===== config.mk =====
export PLATFORM = sky130hd
export DESIGN_NAME = uart_tx_ctrl_flat
export DESIGN_NICKNAME = d
export VERILOG_FILES = /design/src/rtl/uart_tx_ctrl_if.sv /design/src/rtl/uart_tx_ctrl.sv /design/src/flat_wrapper.sv
export SDC_FILE = /design/constraint.sdc
export NUM_CORES = 1
export LEC_CHECK = 0
export BUFFER_PORTS_ARGS = -buffer_cell sky130_fd_sc_hd__buf_2
export CORE_MARGIN = 5
export CORE_UTILIZATION = 55
export DETAILED_ROUTE_END_ITERATION = 8
export PLACE_DENSITY_LB_ADDON = 0.12
export SLEW_MARGIN = 40
export SYNTH_ARGS = -nofsm -noshare
export SYNTH_HDL_FRONTEND = slang
export SYNTH_SLANG_ARGS = --single-unit

===== constraint.sdc =====
create_clock -name clk_i -period 2.4 [get_ports clk_i]
set_clock_uncertainty 0.2 [all_clocks]
set_input_delay 0.12 -clock clk_i [delete_from_list [all_inputs] [get_ports clk_i]]
set_output_delay 0.12 -clock clk_i [all_outputs]
set_load 0.02 [all_outputs]

===== src/rtl/uart_tx_ctrl_if.sv =====
// FIFO-read and frame-register handshake between the UART transmit sequencer
// and its neighbours.
//   fifo_empty : TX FIFO empty flag
//   fifo_rdata : FIFO read data, valid the cycle after fifo_rd
//   fifo_rd    : one-cycle FIFO pop strobe
//   frame_load : one-cycle enable for the downstream frame register
//   frame      : assembled frame
// master = transmit sequencer side, slave = FIFO / frame register side.
interface uart_tx_ctrl_if #(
  parameter int unsigned DATA_W  = 8,
  parameter int unsigned FRAME_W = 12
) ();
  logic               fifo_empty;
  logic [DATA_W-1:0]  fifo_rdata;
  logic               fifo_rd;
  logic               frame_load;
  logic [FRAME_W-1:0] frame;

  modport master (
    input  fifo_empty, fifo_rdata,
    output fifo_rd, frame_load, frame
  );

  modport slave (
    output fifo_empty, fifo_rdata,
    input  fifo_rd, frame_load, frame
  );
endinterface


===== src/rtl/uart_tx_ctrl.sv =====
// Transmit sequencer for the APB UART. Pops a byte from the TX FIFO, builds
// a frame (start, 5-8 data bits, optional parity, 1-2 stop bits, idle
// padding), strobes it into the frame register and shifts it out LSB-first
// on tx_o, one bit per baud tick.
//   clk_i, rst_ni        : clock, asynchronous active-low reset
//   baud_tick_i          : one-cycle pulse per bit period
//   tx_en_i              : transmitter enable
//   cfg_dlen_i           : data length 00=5 .. 11=8 bits
//   cfg_par_en_i         : parity enable
//   cfg_par_odd_i        : 1=odd, 0=even parity
//   cfg_stop2_i          : 1=two stop bits
//   bus                  : FIFO read / frame load handshake (master side)
//   tx_o                 : serial line
//   busy_o               : frame in progress
//   done_o               : one-cycle pulse when a frame completes
module uart_tx_ctrl #(
  parameter int unsigned DATA_W  = 8,
  parameter int unsigned FRAME_W = 12
) (
  input  logic                 clk_i,
  input  logic                 rst_ni,
  input  logic                 baud_tick_i,
  input  logic                 tx_en_i,
  input  logic [1:0]           cfg_dlen_i,
  input  logic                 cfg_par_en_i,
  input  logic                 cfg_par_odd_i,
  input  logic                 cfg_stop2_i,
  uart_tx_ctrl_if.master       bus,
  output logic                 tx_o,
  output logic                 busy_o,
  output logic                 done_o
);

  typedef enum logic [1:0] {IDLE, FETCH, SHIFT} state_e;

  state_e             state_q, state_d;
  logic [FRAME_W-1:0] frame_q, shift_q, frame_d;
  logic [3:0]         cnt_q, n_q, n_d, dlen;
  logic               load_q, tx_q, rd_req, done, pop_ok, par_bit;

  assign pop_ok = tx_en_i & ~bus.fifo_empty;
  assign dlen   = {2'b00, cfg_dlen_i} + 4'd5;
  // Frame length: start + data + parity + stop bits.
  assign n_d    = dlen + 4'd2 + {3'b000, cfg_par_en_i} + {3'b000, cfg_stop2_i};

  // Frame image: start bit 0, data LSB first, parity right after the data,
  // everything above (stop bits and padding) left at 1.
  always_comb begin
    frame_d    = '1;
    par_bit    = cfg_par_odd_i;
    frame_d[0] = 1'b0;
    for (int unsigned i = 0; i < DATA_W; i++) begin
      if (i < 32'(dlen)) begin
        frame_d[i+1] = bus.fifo_rdata[i];
        par_bit      = par_bit ^ bus.fifo_rdata[i];
      end
    end
    for (int unsigned i = 0; i < FRAME_W; i++) begin
      if (cfg_par_en_i && (i == 32'(dlen) + 1)) frame_d[i] = par_bit;
    end
  end

  always_comb begin
    state_d = state_q;
    rd_req  = 1'b0;
    done    = 1'b0;
    unique case (state_q)
      IDLE: begin
        if (pop_ok) begin
          rd_req  = 1'b1;
          state_d = FETCH;
        end
      end
      FETCH: state_d = SHIFT;
      SHIFT: begin
        // cnt==N on a tick: the last bit has been held a full period.
        if (baud_tick_i && (cnt_q == n_q)) begin
          done = 1'b1;
          if (pop_ok) begin
            rd_req  = 1'b1;
            state_d = FETCH;
          end else begin
            state_d = IDLE;
          end
        end
      end
      default: state_d = IDLE;
    endcase
  end

  always_ff @(posedge clk_i or negedge rst_ni) begin
    if (!rst_ni) begin
      state_q <= IDLE;
      frame_q <= '1;
      shift_q <= '1;
      cnt_q   <= '0;
      n_q     <= '0;
      tx_q    <= 1'b1;
      load_q  <= 1'b0;
    end else begin
      state_q <= state_d;
      load_q  <= (state_q == FETCH);
      unique case (state_q)
        FETCH: begin
          frame_q <= frame_d;
          shift_q <= frame_d;
          n_q     <= n_d;
          cnt_q   <= '0;
        end
        SHIFT: begin
          if (baud_tick_i) begin
            if (cnt_q < n_q) begin
              tx_q    <= shift_q[0];
              shift_q <= {1'b1, shift_q[FRAME_W-1:1]};
              cnt_q   <= cnt_q + 4'd1;
            end else begin
              tx_q  <= 1'b1;
              cnt_q <= '0;
            end
          end
        end
        default: ;
      endcase
    end
  end

  // The pop request is combinational from IDLE; hold it off while reset is
  // asserted so no byte is consumed during reset.
  assign bus.fifo_rd    = rd_req & rst_ni;
  assign bus.frame_load = load_q;
  assign bus.frame      = frame_q;
  assign tx_o           = tx_q;
  assign busy_o         = (state_q != IDLE);
  assign done_o         = done;

endmodule


===== src/flat_wrapper.sv =====
// flat-port wrapper written by rule: the top's interface ports become plain ports
module uart_tx_ctrl_flat 
#(
  parameter int unsigned DATA_W  = 8,
  parameter int unsigned FRAME_W = 12
)
  (clk_i, rst_ni, baud_tick_i, tx_en_i, cfg_dlen_i, cfg_par_en_i, cfg_par_odd_i, cfg_stop2_i, tx_o, busy_o, done_o, bus_fifo_empty, bus_fifo_rdata, bus_fifo_rd, bus_frame_load, bus_frame);
  uart_tx_ctrl_if #(.DATA_W(DATA_W), .FRAME_W(FRAME_W)) bus_i ();
  input  logic clk_i;
  input  logic rst_ni;
  input  logic baud_tick_i;
  input  logic tx_en_i;
  input  logic [1:0] cfg_dlen_i;
  input  logic cfg_par_en_i;
  input  logic cfg_par_odd_i;
  input  logic cfg_stop2_i;
  output logic tx_o;
  output logic busy_o;
  output logic done_o;
  input wire logic [$bits(bus_i.fifo_empty)-1:0] bus_fifo_empty;
  input wire logic [$bits(bus_i.fifo_rdata)-1:0] bus_fifo_rdata;
  output wire logic [$bits(bus_i.fifo_rd)-1:0] bus_fifo_rd;
  output wire logic [$bits(bus_i.frame_load)-1:0] bus_frame_load;
  output wire logic [$bits(bus_i.frame)-1:0] bus_frame;
  assign bus_i.fifo_empty = bus_fifo_empty;
  assign bus_i.fifo_rdata = bus_fifo_rdata;
  assign bus_fifo_rd = bus_i.fifo_rd;
  assign bus_frame_load = bus_i.frame_load;
  assign bus_frame = bus_i.frame;
  uart_tx_ctrl #(.DATA_W(DATA_W), .FRAME_W(FRAME_W)) u_core (.clk_i(clk_i), .rst_ni(rst_ni), .baud_tick_i(baud_tick_i), .tx_en_i(tx_en_i), .cfg_dlen_i(cfg_dlen_i), .cfg_par_en_i(cfg_par_en_i), .cfg_par_odd_i(cfg_par_odd_i), .cfg_stop2_i(cfg_stop2_i), .bus(bus_i), .tx_o(tx_o), .busy_o(busy_o), .done_o(done_o));
endmodule

==> reports/metrics.cfg <==
[cts]
htree_levels=2
clk_latency_ns=0.34
cts_root_buf=clkbuf_4
cts_made_buffers=5
cts_tree=done
clockBufferDepth=2
clock_sinks=36
path_clk_slew_ns=0.11

[finish]
multi_input_area_um2=962
fillers=283
final_cell_area_mm2=0.00240
mostFrequentLayoutCells=38 x nand2_1, 33 x buf_2, 25 x dfstp_2
diodes=0
num-nets-final=291
seqCellArea_um2=933
final_core_util_pct=70.3
final_common_cell=nand2_1
syn_to_final_growth_pct=21.7
drive_above_1_share_pct=30.1

[routing]
ant_nets=0
first_pass_iters=4
vias=1567
wl_per_cell_um=13.3
drtIter0Drc=87
drc_errors=0
vias_per_cell=5.14
wirelength_mm=4.06

[yosys]
syn_nets=243
yosys.area.top_type_share_pct=33.3
synth_area_mm2=0.00197
yosysTopAreaCell=dfstp_2
synthTopCellsByArea=dfstp_2 33%, dfrtp_1 14%, ha_1 8.9%
netlist_instances=210
ys.warnings.count=0
syn_area_per_cell_um2=9.40
yosysSeqAreaShare_pct=47.2
yosysUniqueCellTypes=36
synth-seq-cells=36

[global_routing]
grt_pass1_wl_mm=7.20
antenna_found_initial=0
grtUsageTotal_pct=18.1
grt_max_degree=37
overflow=0
grt_pass1_vias=1568

[floorplanning]
ios=35
core_mm2=0.00342
die_area_mm2=0.00489
rows=21
die_x_um=69.9
die_h_um=69.9
start_util_pct=57.8

[placed_design]
portBuffers=34
place_hpwl_mm=2.98
dp_slack_ns=0.170
place_area_mm2=0.00220
gp_congestion=0.827

[pwr]
p_leak_nw=1.14
irDropWorstVdd_v=0.000584
p_per_area_mw_per_mm2=1080

[sta]
finalCritPeriodShare_pct=94.2
fmax_ghz=0.442
tightest_slew_ns=0.450
rsz0062_at_grt=false
slew_headroom_pct=70.0
final_hold_viol_count=0
fin_crit_ns=2.26
finalSetupTns_ns=0
setup_viol=0
report.final.slew_viol_count=0
fin_ws_ns=0.138

[worst_setup_path]
worst_ep_required_time_ns=2.08
cp.arrival_ns=1.94
reg2reg_slack_ns=0.34
critPathCaptureType=primary output
critical_path_class=reg2out
critPathMaxFanout=5
start_kind=flip-flop
ff2ff_path_depth=6

[run_status]
status=finished, final reports clean

[min_path]
min_path_type=in2reg
hold_path_depth=4

[job]
maxCapViolCount=0

## worst max-delay path: stages, from the launching register on
cell and delay, ns:
dfrtp_2 0.42, inv_1 0.05, ha_1 0.26, and3_1 0.16, nand3_2 0.13, a2111oi_2 0.38, buf_4 0.20
## path summary, 6_finish.rpt
path                                     start                  end
min in group asynchronous               rst_ni      u_core.cnt_q[0]
hold reg to reg            u_core.bus.frame[2]  u_core.bus.frame[2]
max in group asynchronous               rst_ni          u_core.tx_o
setup reg to reg               u_core.cnt_q[1]      u_core.cnt_q[2]
hold / removal               bus_fifo_rdata[7]  u_core.bus.frame[8]
setup / recovery               u_core.cnt_q[0]          bus_fifo_rd
## per-layer routing
metal	vias to the layer above	share of wire, %	GRT usage [%]
met2	45	48	28.6
li1	796	-	-
met5	-	0	0
met3	5	6.6	3.73
met4	0	1.2	7.02
met1	721	44	24.4
## metrics by stage
step	instances	total power, mW	hold WS (ns)
2_1_floorplan	210	1.86	-0.376
3_3_place_gp	286	2.15	-0.00246
3_5_place_dp	286	2.17	0.00111
4_1_cts	305	2.60	0.00488
5_1_grt	305	2.82	0.0632
6_report	305	2.60	0.0248
## what timing repair did
action | in CTS | in global routing
endpoints found under the setup margin | 0 | 1
hold buffers | 11 | 0
hold endpoints to repair | 50 | 0
resized for setup | 0 | 4
setup buffers | 0 | 0
## synthesized netlist by cell type
master / n
nand2_1: 38
dfstp_2: 25
nor2_1: 19
o21ai_0: 15
ha_1: 14
inv_1: 14
dfrtp_1: 11
a21oi_1: 9
xnor2_1: 7
clkbuf_1: 6
nand3_1: 6
a31oi_1: 4
mux2i_1: 4
nand2b_1: 4
nor2b_1: 4
buf_2: 3
nand4_1: 3
o211ai_1: 3
a211oi_1: 2
and2_1: 2
xor2_1: 2
a2111oi_0: 1
a21boi_0: 1
a21o_1: 1
a311oi_2: 1
a41o_1: 1
and3_1: 1
fa_1: 1
nand3b_1: 1
nor3_1: 1
nor3b_1: 1
o21bai_1: 1
o22a_2: 1
o22ai_1: 1
or2_2: 1
xnor3_2: 1
## power breakdown
group	internal, mW	total (mW)	switching (mW)
combinational	0.422	1.07	0.650
clock	0.218	0.414	0.196
sequential	0.970	1.11	0.139
total	1.61	2.60	0.985
## layout make-up
type / instances / share of cell area, %
Timing Repair Buffer: 50 / 13.3
Multi-Input combinational cell: 151 / 40.1
Inverter: 14 / 2.19
Tap cell: 46 / 2.40
Sequential cell: 36 / 38.9
Clock buffer: 6 / 1.72
Clock inverter: 2 / 1.46
## state kept, by name, summed over array words and instances (netlist names)
signal / flops
u_core.state_q: 2
u_core.cnt_q: 4
u_core.shift_q: 12
u_core.bus.frame_load: 1
u_core.tx_o: 1
u_core.n_q: 4
u_core.bus.frame: 12
## cells by family after synthesis
family | after synthesis | share of synthesized area, %
flip-flops | 36 | 47.2
AND/OR/NAND/NOR | 81 | 18.1
multiplexers | 4 | 2.03
buffers and inverters | 23 | 4.57
AO/OA/AOI/OAI | 41 | 12.9
XOR/XNOR | 10 | 5.20
adder cells (fa/ha/maj) | 15 | 9.89
No activity file was read; power rests on OpenSTA's default activity.
